--- src/rtl/cpu_sequencer.sv ---
// Multi-cycle IF/OF/EX/MA/RW control sequencer for the 32-bit RISC core.
// Owns the phase state, the EX down-counter, the opcode class and the retire count.
module cpu_sequencer #(
  parameter int unsigned MUL_CYCLES = 4,
  parameter int unsigned DIV_CYCLES = 16
) (
  input  logic        clk,
  input  logic        reset,
  input  logic [4:0]  opcode,
  input  logic        branch_taken,
  input  logic        imem_ack,
  input  logic        dmem_ack,
  output logic        imem_req,
  output logic        ir_we,
  output logic        of_we,
  output logic        ex_we,
  output logic        dmem_req,
  output logic        dmem_we,
  output logic        rf_we,
  output logic        pc_we,
  output logic [1:0]  pc_sel,
  output logic [2:0]  state,
  output logic        halted,
  output logic [31:0] instr_count
);

  localparam int unsigned MAX_CYC = (MUL_CYCLES > DIV_CYCLES) ? MUL_CYCLES : DIV_CYCLES;
  localparam int unsigned CNT_W   = (MAX_CYC > 1) ? $clog2(MAX_CYC) : 1;

  localparam logic [4:0] OP_MUL  = 5'd2;
  localparam logic [4:0] OP_DIV  = 5'd3;
  localparam logic [4:0] OP_MOD  = 5'd4;
  localparam logic [4:0] OP_NOP  = 5'd13;
  localparam logic [4:0] OP_LD   = 5'd14;
  localparam logic [4:0] OP_ST   = 5'd15;
  localparam logic [4:0] OP_BEQ  = 5'd16;
  localparam logic [4:0] OP_BGT  = 5'd17;
  localparam logic [4:0] OP_B    = 5'd18;
  localparam logic [4:0] OP_CALL = 5'd19;
  localparam logic [4:0] OP_RET  = 5'd20;
  localparam logic [4:0] OP_HALT = 5'd31;

  typedef enum logic [2:0] {
    S_IF   = 3'd0,
    S_OF   = 3'd1,
    S_EX   = 3'd2,
    S_MA   = 3'd3,
    S_RW   = 3'd4,
    S_HALT = 3'd5
  } state_e;

  state_e           state_q;
  logic [CNT_W-1:0] cnt_q;
  logic [4:0]       class_q;
  logic             br_q;
  logic [31:0]      count_q;

  logic [CNT_W-1:0] cnt_load_c;
  logic             is_mem_c;
  logic             rf_class_c;
  logic [1:0]       pc_sel_c;

  // Opcode-derived decodes: EX length from the live opcode, the rest from the latched class
  always_comb begin
    if (opcode == OP_MUL) begin
      cnt_load_c = CNT_W'(MUL_CYCLES - 1);
    end else if ((opcode == OP_DIV) || (opcode == OP_MOD)) begin
      cnt_load_c = CNT_W'(DIV_CYCLES - 1);
    end else begin
      cnt_load_c = '0;
    end
    is_mem_c   = (class_q == OP_LD) || (class_q == OP_ST);
    rf_class_c = class_q inside {[5'd0:5'd4], [5'd6:5'd12], OP_LD, OP_CALL};
    if ((class_q == OP_B) || (class_q == OP_CALL) ||
        (((class_q == OP_BEQ) || (class_q == OP_BGT)) && br_q)) begin
      pc_sel_c = 2'b01;
    end else if (class_q == OP_RET) begin
      pc_sel_c = 2'b10;
    end else begin
      pc_sel_c = 2'b00;
    end
  end

  always_ff @(posedge clk) begin
    if (reset) begin
      state_q <= S_IF;
      cnt_q   <= '0;
      class_q <= OP_NOP;
      br_q    <= 1'b0;
      count_q <= '0;
    end else begin
      case (state_q)
        S_IF: if (imem_ack) state_q <= S_OF;
        S_OF: begin
          class_q <= opcode;
          if (opcode == OP_HALT) begin
            state_q <= S_HALT;
          end else begin
            state_q <= S_EX;
            cnt_q   <= cnt_load_c;
          end
        end
        S_EX: begin
          if (cnt_q == '0) begin
            br_q    <= branch_taken;
            state_q <= S_MA;
          end else begin
            cnt_q <= cnt_q - CNT_W'(1);
          end
        end
        S_MA: if (!is_mem_c || dmem_ack) state_q <= S_RW;
        S_RW: begin
          count_q <= count_q + 32'd1;
          state_q <= S_IF;
        end
        S_HALT: ;
        default: state_q <= S_IF;
      endcase
    end
  end

  // Output decode; everything is forced low while reset is asserted
  always_comb begin
    imem_req    = 1'b0;
    ir_we       = 1'b0;
    of_we       = 1'b0;
    ex_we       = 1'b0;
    dmem_req    = 1'b0;
    dmem_we     = 1'b0;
    rf_we       = 1'b0;
    pc_we       = 1'b0;
    pc_sel      = 2'b00;
    state       = 3'd0;
    halted      = 1'b0;
    instr_count = '0;
    if (!reset) begin
      state       = state_q;
      instr_count = count_q;
      case (state_q)
        S_IF: begin
          imem_req = 1'b1;
          ir_we    = imem_ack;
        end
        S_OF: of_we = 1'b1;
        S_EX: ex_we = (cnt_q == '0);
        S_MA: begin
          dmem_req = is_mem_c;
          dmem_we  = (class_q == OP_ST);
        end
        S_RW: begin
          pc_we  = 1'b1;
          rf_we  = rf_class_c;
          pc_sel = pc_sel_c;
        end
        S_HALT: halted = 1'b1;
        default: ;
      endcase
    end
  end

endmodule

--- config.mk ---
export PLATFORM = sky130hd
export DESIGN_NAME = cpu_sequencer
export DESIGN_NICKNAME = d
export VERILOG_FILES = /design/src/rtl/cpu_sequencer.sv
export SDC_FILE = /design/constraint.sdc
export NUM_CORES = 1
export LEC_CHECK = 0
export ABC_AREA = 1
export BUFFER_PORTS_ARGS = -buffer_cell sky130_fd_sc_hd__buf_2
export CORE_ASPECT_RATIO = 1.75
export CORE_MARGIN = 5
export CORE_UTILIZATION = 50
export DETAILED_ROUTE_END_ITERATION = 12
export GPL_TIMING_DRIVEN = 1
export PLACE_DENSITY = 0.76
export SYNTH_ARGS = -nofsm -noshare
export SYNTH_HDL_FRONTEND = slang
export SYNTH_SLANG_ARGS = --single-unit
export TNS_END_PERCENT = 100
--- constraint.sdc ---
create_clock -name clk -period 1.22 [get_ports clk]
set_input_delay 0.244 -clock clk [delete_from_list [all_inputs] [get_ports clk]]
set_output_delay 0.244 -clock clk [all_outputs]
set_load 0.02 [all_outputs]
==> results of run 1 <==
[cell families after synthesis]
| logic type | Yosys count |
|---|---|
| compound gates | 58 |
| simple gates | 283 |
| buf+inv | 89 |
| flops | 45 |
| fa+ha+maj | 2 |
[cells in the mapped netlist]
cell      count
nand2_2       4
o21ai_0      25
buf_2         1
or2_2         1
ha_1          2
nand2_1      99
nor3b_1       2
nor2_2        5
inv_1        75
clkinv_1      1
a21boi_0      1
dfxtp_1      45
nand4_1      20
clkbuf_1      9
a21oi_1      28
o21a_1        2
inv_2         3
nor3_1        8
a31oi_1       1
nor2_1       99
nand3_2       6
and2b_1       1
nand2_4       1
nor2_4        8
nor4_1        3
nand3_1      26
o211ai_1      1
[metrics by stage]
step	hold slack, ps	utilization, %	area [sq um]	cells	setup WS, ps
2_1_floorplan	370	-	3040	477	-237
3_3_place_gp	468	71.9	4020	682	-214
3_5_place_dp	493	71.9	4020	682	-240
4_1_cts	186	90.0	5030	725	-459
[timing repair]
item / 4_1_cts
gates cloned: 2
setup buffers: 38
setup endpoints to repair: 84
hold endpoints to repair: 0
gates resized for setup: 228
pin swaps: 39
==> metrics.csv, run 1 <==
stage;metric;value;unit
logic_synthesis;syn avg cell area;6.01;sq um
logic_synthesis;area share of the largest cell type after synthesis;31.4;%
logic_synthesis;largest family of logic cells by synthesized area;simple AND/OR/NAND/NOR gates;
floorplanning;die extent in x;67.2;microns
logic_synthesis;YS warnings;0;
floorplanning;Die Height;110;microns
logic_synthesis;Area contributors post-synth;dfxtp_1 (31%), nand2_1 (13%), nor2_1 (13%);
logic_synthesis;post-synthesis mux area share;0;%
logic_synthesis;Post-Syn Instances;477;
floorplanning;I/O pins;56;
logic_synthesis;leading area contributor after synthesis;dfxtp_1;
place;Final GP Congestion;0.971;
run_status;Stopped at;global routing;
place;PortBufs;55;
logic_synthesis;xor/xnor share of the synthesized area;0;%
clock_network;CTS Root Cell;clkbuf_8;
clock_network;TritonCTS buffer count;5;
logic_synthesis;syn nets;489;
floorplanning;Rows;36;
clock_network;clock buffer depth;2;
clock_network;CTS sink cnt;45;
logic_synthesis;Synth Area in Compound Gates;10.5;%
floorplanning;initial cell density of the core;51.3;%
timing;GR repair worst EP;pc_sel[1];
clock_network;H-tree depth;2;
logic_synthesis;post-synth cell types;27;
logic_synthesis;Synth Area in Simple Gates;45.5;%
run_status;status;stopped before the end;
run_status;Error;[ERROR DPL-0038] Utilization greater than 100%, impossible to legalize;
logic_synthesis;Syn Std Cell Area;2870;sq um
timing;Worst endpoint type;output port;
logic_synthesis;sequential-to-total area share from yosys stat;31.4;%
logic_synthesis;Synth Area in Adders;0.873;%
logic_synthesis;Synth Register Bits;45;
global_routing;largest net degree at the start of global routing;29;
clock_network;Hold-fix buffers, CTS;0;
place;DP HPWL;7190;microns
==> inputs of run 2 (changes only) <==
Settings changed: CORE_ASPECT_RATIO 1.75 to not set, CORE_UTILIZATION 50 to 40, PLACE_DENSITY 0.76 to not set, PLACE_DENSITY_LB_ADDON set to 0.15.
Clock period 1.22 ns to 1.6 ns, I/O delays scaled along.
==> metrics.csv, run 2 <==
stage;metric;value;unit;change
run_status;status;finished, violations left;;
run_status;failing checks;setup timing;;
cells_and_area;final core utilization;54.2;%;
place;DP Area;3350;sq um;-17%
power;power density over cell area;824;nW/um^2;
clock_network;Clock transition at path regs;80;ps;
power;Max VDD drop;599;uV;
logic_synthesis;Synth Flop Type;dfxtp_1;;
global_routing;total global routing overflow;0;;
route;Post-Route WL;7980;microns;
cells_and_area;most common cell after layout, fill and taps aside;nand2_1;;
cells_and_area;NumNets Final;566;;
global_routing;vias in the first global route;2917;;
logic_synthesis;area share of the largest cell type after synthesis;31.4;%;unchanged
clock_network;H-tree depth;2;;unchanged
global_routing;first-pass GRT wire length;13200;microns;
route;Routed Antenna Nets;0;;
timing;Worst Clk Skew;7.97;ps;
power;Leakage;0.00168;uW;
cells_and_area;max reg flops;32;;
timing;slew margin rel.;82.6;%;
job;Max-Cap Viols;0;;
route;WL/cell;12.3;microns;
cells_and_area;Top reg by flops;count_q;;
route;via count;3102;;
timing;Tmin final;1720;ps;
timing;Final Hold Viols;0;;
place;DP HPWL;6010;microns;-16%
critical_path;endpoint class of the critical path;primary output;;
logic_synthesis;Syn Std Cell Area;2870;sq um;unchanged
route;number of remaining DRC errors;0;;
logic_synthesis;sequential-to-total area share from yosys stat;31.4;%;unchanged
timing;fin crit share;107;%;
hold_path;min-delay src;branch_taken;;
logic_synthesis;syn nets;489;;unchanged
clock_network;CTS tree;yes;;
critical_path;Startpoint Class;flip-flop;;
hold_path;min-delay worst type;in -> reg;;
timing;final max-slew violation count;0;;
route;Pre-antenna DRT Iters;4;;
critical_path;WP data required;1280;ps;
clock_network;CTS Root Cell;clkbuf_8;;
global_routing;initial antenna violation count;0;;
critical_path;R2R setup slack;100;ps;
hold_path;hold depth;3;;
cells_and_area;fraction of layout cells with a size suffix above 1;28.5;%;
place;Final GP Congestion;0.843;;-13%
place;PortBufs;55;;unchanged
timing;max frequency;582;MHz;
clock_network;clk_lat worst skew;300;ps;
cells_and_area;final instance area;3730;sq um;
critical_path;beginning of the worst register-to-register path;state_q[0];;
clock_network;CTS sink cnt;45;;unchanged
critical_path;Worst R2R Path Depth;9;;
floorplanning;die extent in x;94.7;microns;+41%
logic_synthesis;ys async rst share;0;%;unchanged
floorplanning;I/O pins;56;;unchanged
cells_and_area;biggest regs;count_q: 32 flops, class_q: 5 flops, cnt_q: 4 flops;;
floorplanning;initial cell density of the core;41.7;%;-9.6 points
logic_synthesis;Area contributors post-synth;dfxtp_1 (31%), nand2_1 (13%), nor2_1 (13%);;
route;iteration-0 DRC count of the detailed router;113;;
timing;setup TNS;-375;ps;
logic_synthesis;Commonest cells post-synth;nand2_1 (99), nor2_1 (99), inv_1 (75);;
cells_and_area;antenna cells;0;;
logic_synthesis;YS warnings;0;;unchanged
route;vias per cell;4.77;;
critical_path;critical path class;reg -> out;;
clock_network;clock buffer depth;2;;unchanged
critical_path;reg2reg end;count_q[25];;
logic_synthesis;EDFF count, synth;0;;unchanged
global_routing;largest net degree at the start of global routing;32;;
floorplanning;Rows;30;;-17%
timing;Slew @ Worst Pin;261;ps;
logic_synthesis;syn avg cell area;6.01;sq um;unchanged
power;Overall Power;3070;uW;
clock_network;TritonCTS buffer count;5;;unchanged
critical_path;WP data arrival;1400;ps;
critical_path;Worst Path Max Fanout;6;;
logic_synthesis;post-synth cell types;27;;unchanged
cells_and_area;Layout area overhead;30.0;%;
logic_synthesis;Synth Register Bits;45;;unchanged
hold_path;Worst Hold End;br_q;;
floorplanning;CORE AREA;6870;sq um;
logic_synthesis;Post-Syn Instances;477;;unchanged
place;worst slack at placement;90.3;ps;+331 ps
floorplanning;Die Height;94.7;microns;-14%
global_routing;GR Util All Layers;18.1;%;
floorplanning;die area;8960;sq um;
cells_and_area;most frequent cells in the layout;nand2_1 (94), nor2_1 (92), inv_1 (67);;
logic_synthesis;leading area contributor after synthesis;dfxtp_1;;
timing;RSZ-0062 raised after global routing;yes;;
timing;# setup viols final;5;;
timing;Final WS setup;-119;ps;
-- run 2: final cells by class --
type	count	area [sq um]
multi-input cells	344	1790
inverters	79	304
clock buffers	7	86.3
well taps	96	120
fillers	711	3140
repair buffers	79	505
flip-flops and latches	45	925
-- run 2: stage by stage --
step / instances / hold slack (ps)
3_3_place_gp: 629 / 477
5_1_grt: 650 / 290
6_report: 650 / 290
4_1_cts: 642 / 286
3_5_place_dp: 629 / 477
2_1_floorplan: 477 / 441
-- run 2: report_power, final --
| group | internal (uW) | leakage (uW) | total, uW | switching, uW |
|---|---|---|---|---|
| Clock | 344 | 0.0000443 | 727 | 383 |
| Combinational | 425 | 0.00126 | 1000 | 580 |
| Sequential | 1230 | 0.000368 | 1340 | 112 |
-- run 2: how the worst max path moves through the flow --
stage	startpoint	end	slack (ps)	depth (start not counted)
detailed placement	cnt_q[0]	ex_we	90	9
global placement	cnt_q[0]	ex_we	100	9
floorplan	reset	dmem_we	-140	3
finish	state_q[0]	pc_sel[1]	-120	6
global route	state_q[0]	pc_sel[1]	-180	6
CTS	cnt_q[1]	ex_we	-120	9
-- run 2: critical path, cell delays in order (launching register included) --
cell and delay (ps):
dfxtp_4 380, nor2_4 140, nand2_4 70, nor2_4 100
nand3_2 90, nor3b_2 160, buf_4 160
-- run 2: kinds of logic (layout without fill, tap and decap cells) --
family | after synthesis | in the layout | synth area share, %
and+or+nand+nor | 283 | 284 | 45.5
DFF | 45 | 45 | 31.4
adders and majority gates | 2 | 2 | 0.873
AOI/OAI and AO/OA | 58 | 58 | 10.5
buffers and inverters | 89 | 165 | 11.7
-- run 2: per-layer routing --
layer / track usage (%) / wire (microns) / vias up
met5: 0 / 0 / -
met4: 4.69 / 36 / 0
met3: 2.87 / 343 / 6
met2: 31.9 / 3950 / 56
met1: 22.9 / 3650 / 1376
li1: - / - / 1664
-- run 2: repair_timing --
action / CTS / global route
setup buffers: 6 / 7
endpoints found under the setup margin: 9 / 22
hold buffers: 0 / 0
cloned: 0 / 1
pin swaps: 6 / 12
gates resized for setup: 31 / 33
Power figures use the tool's default switching activity.
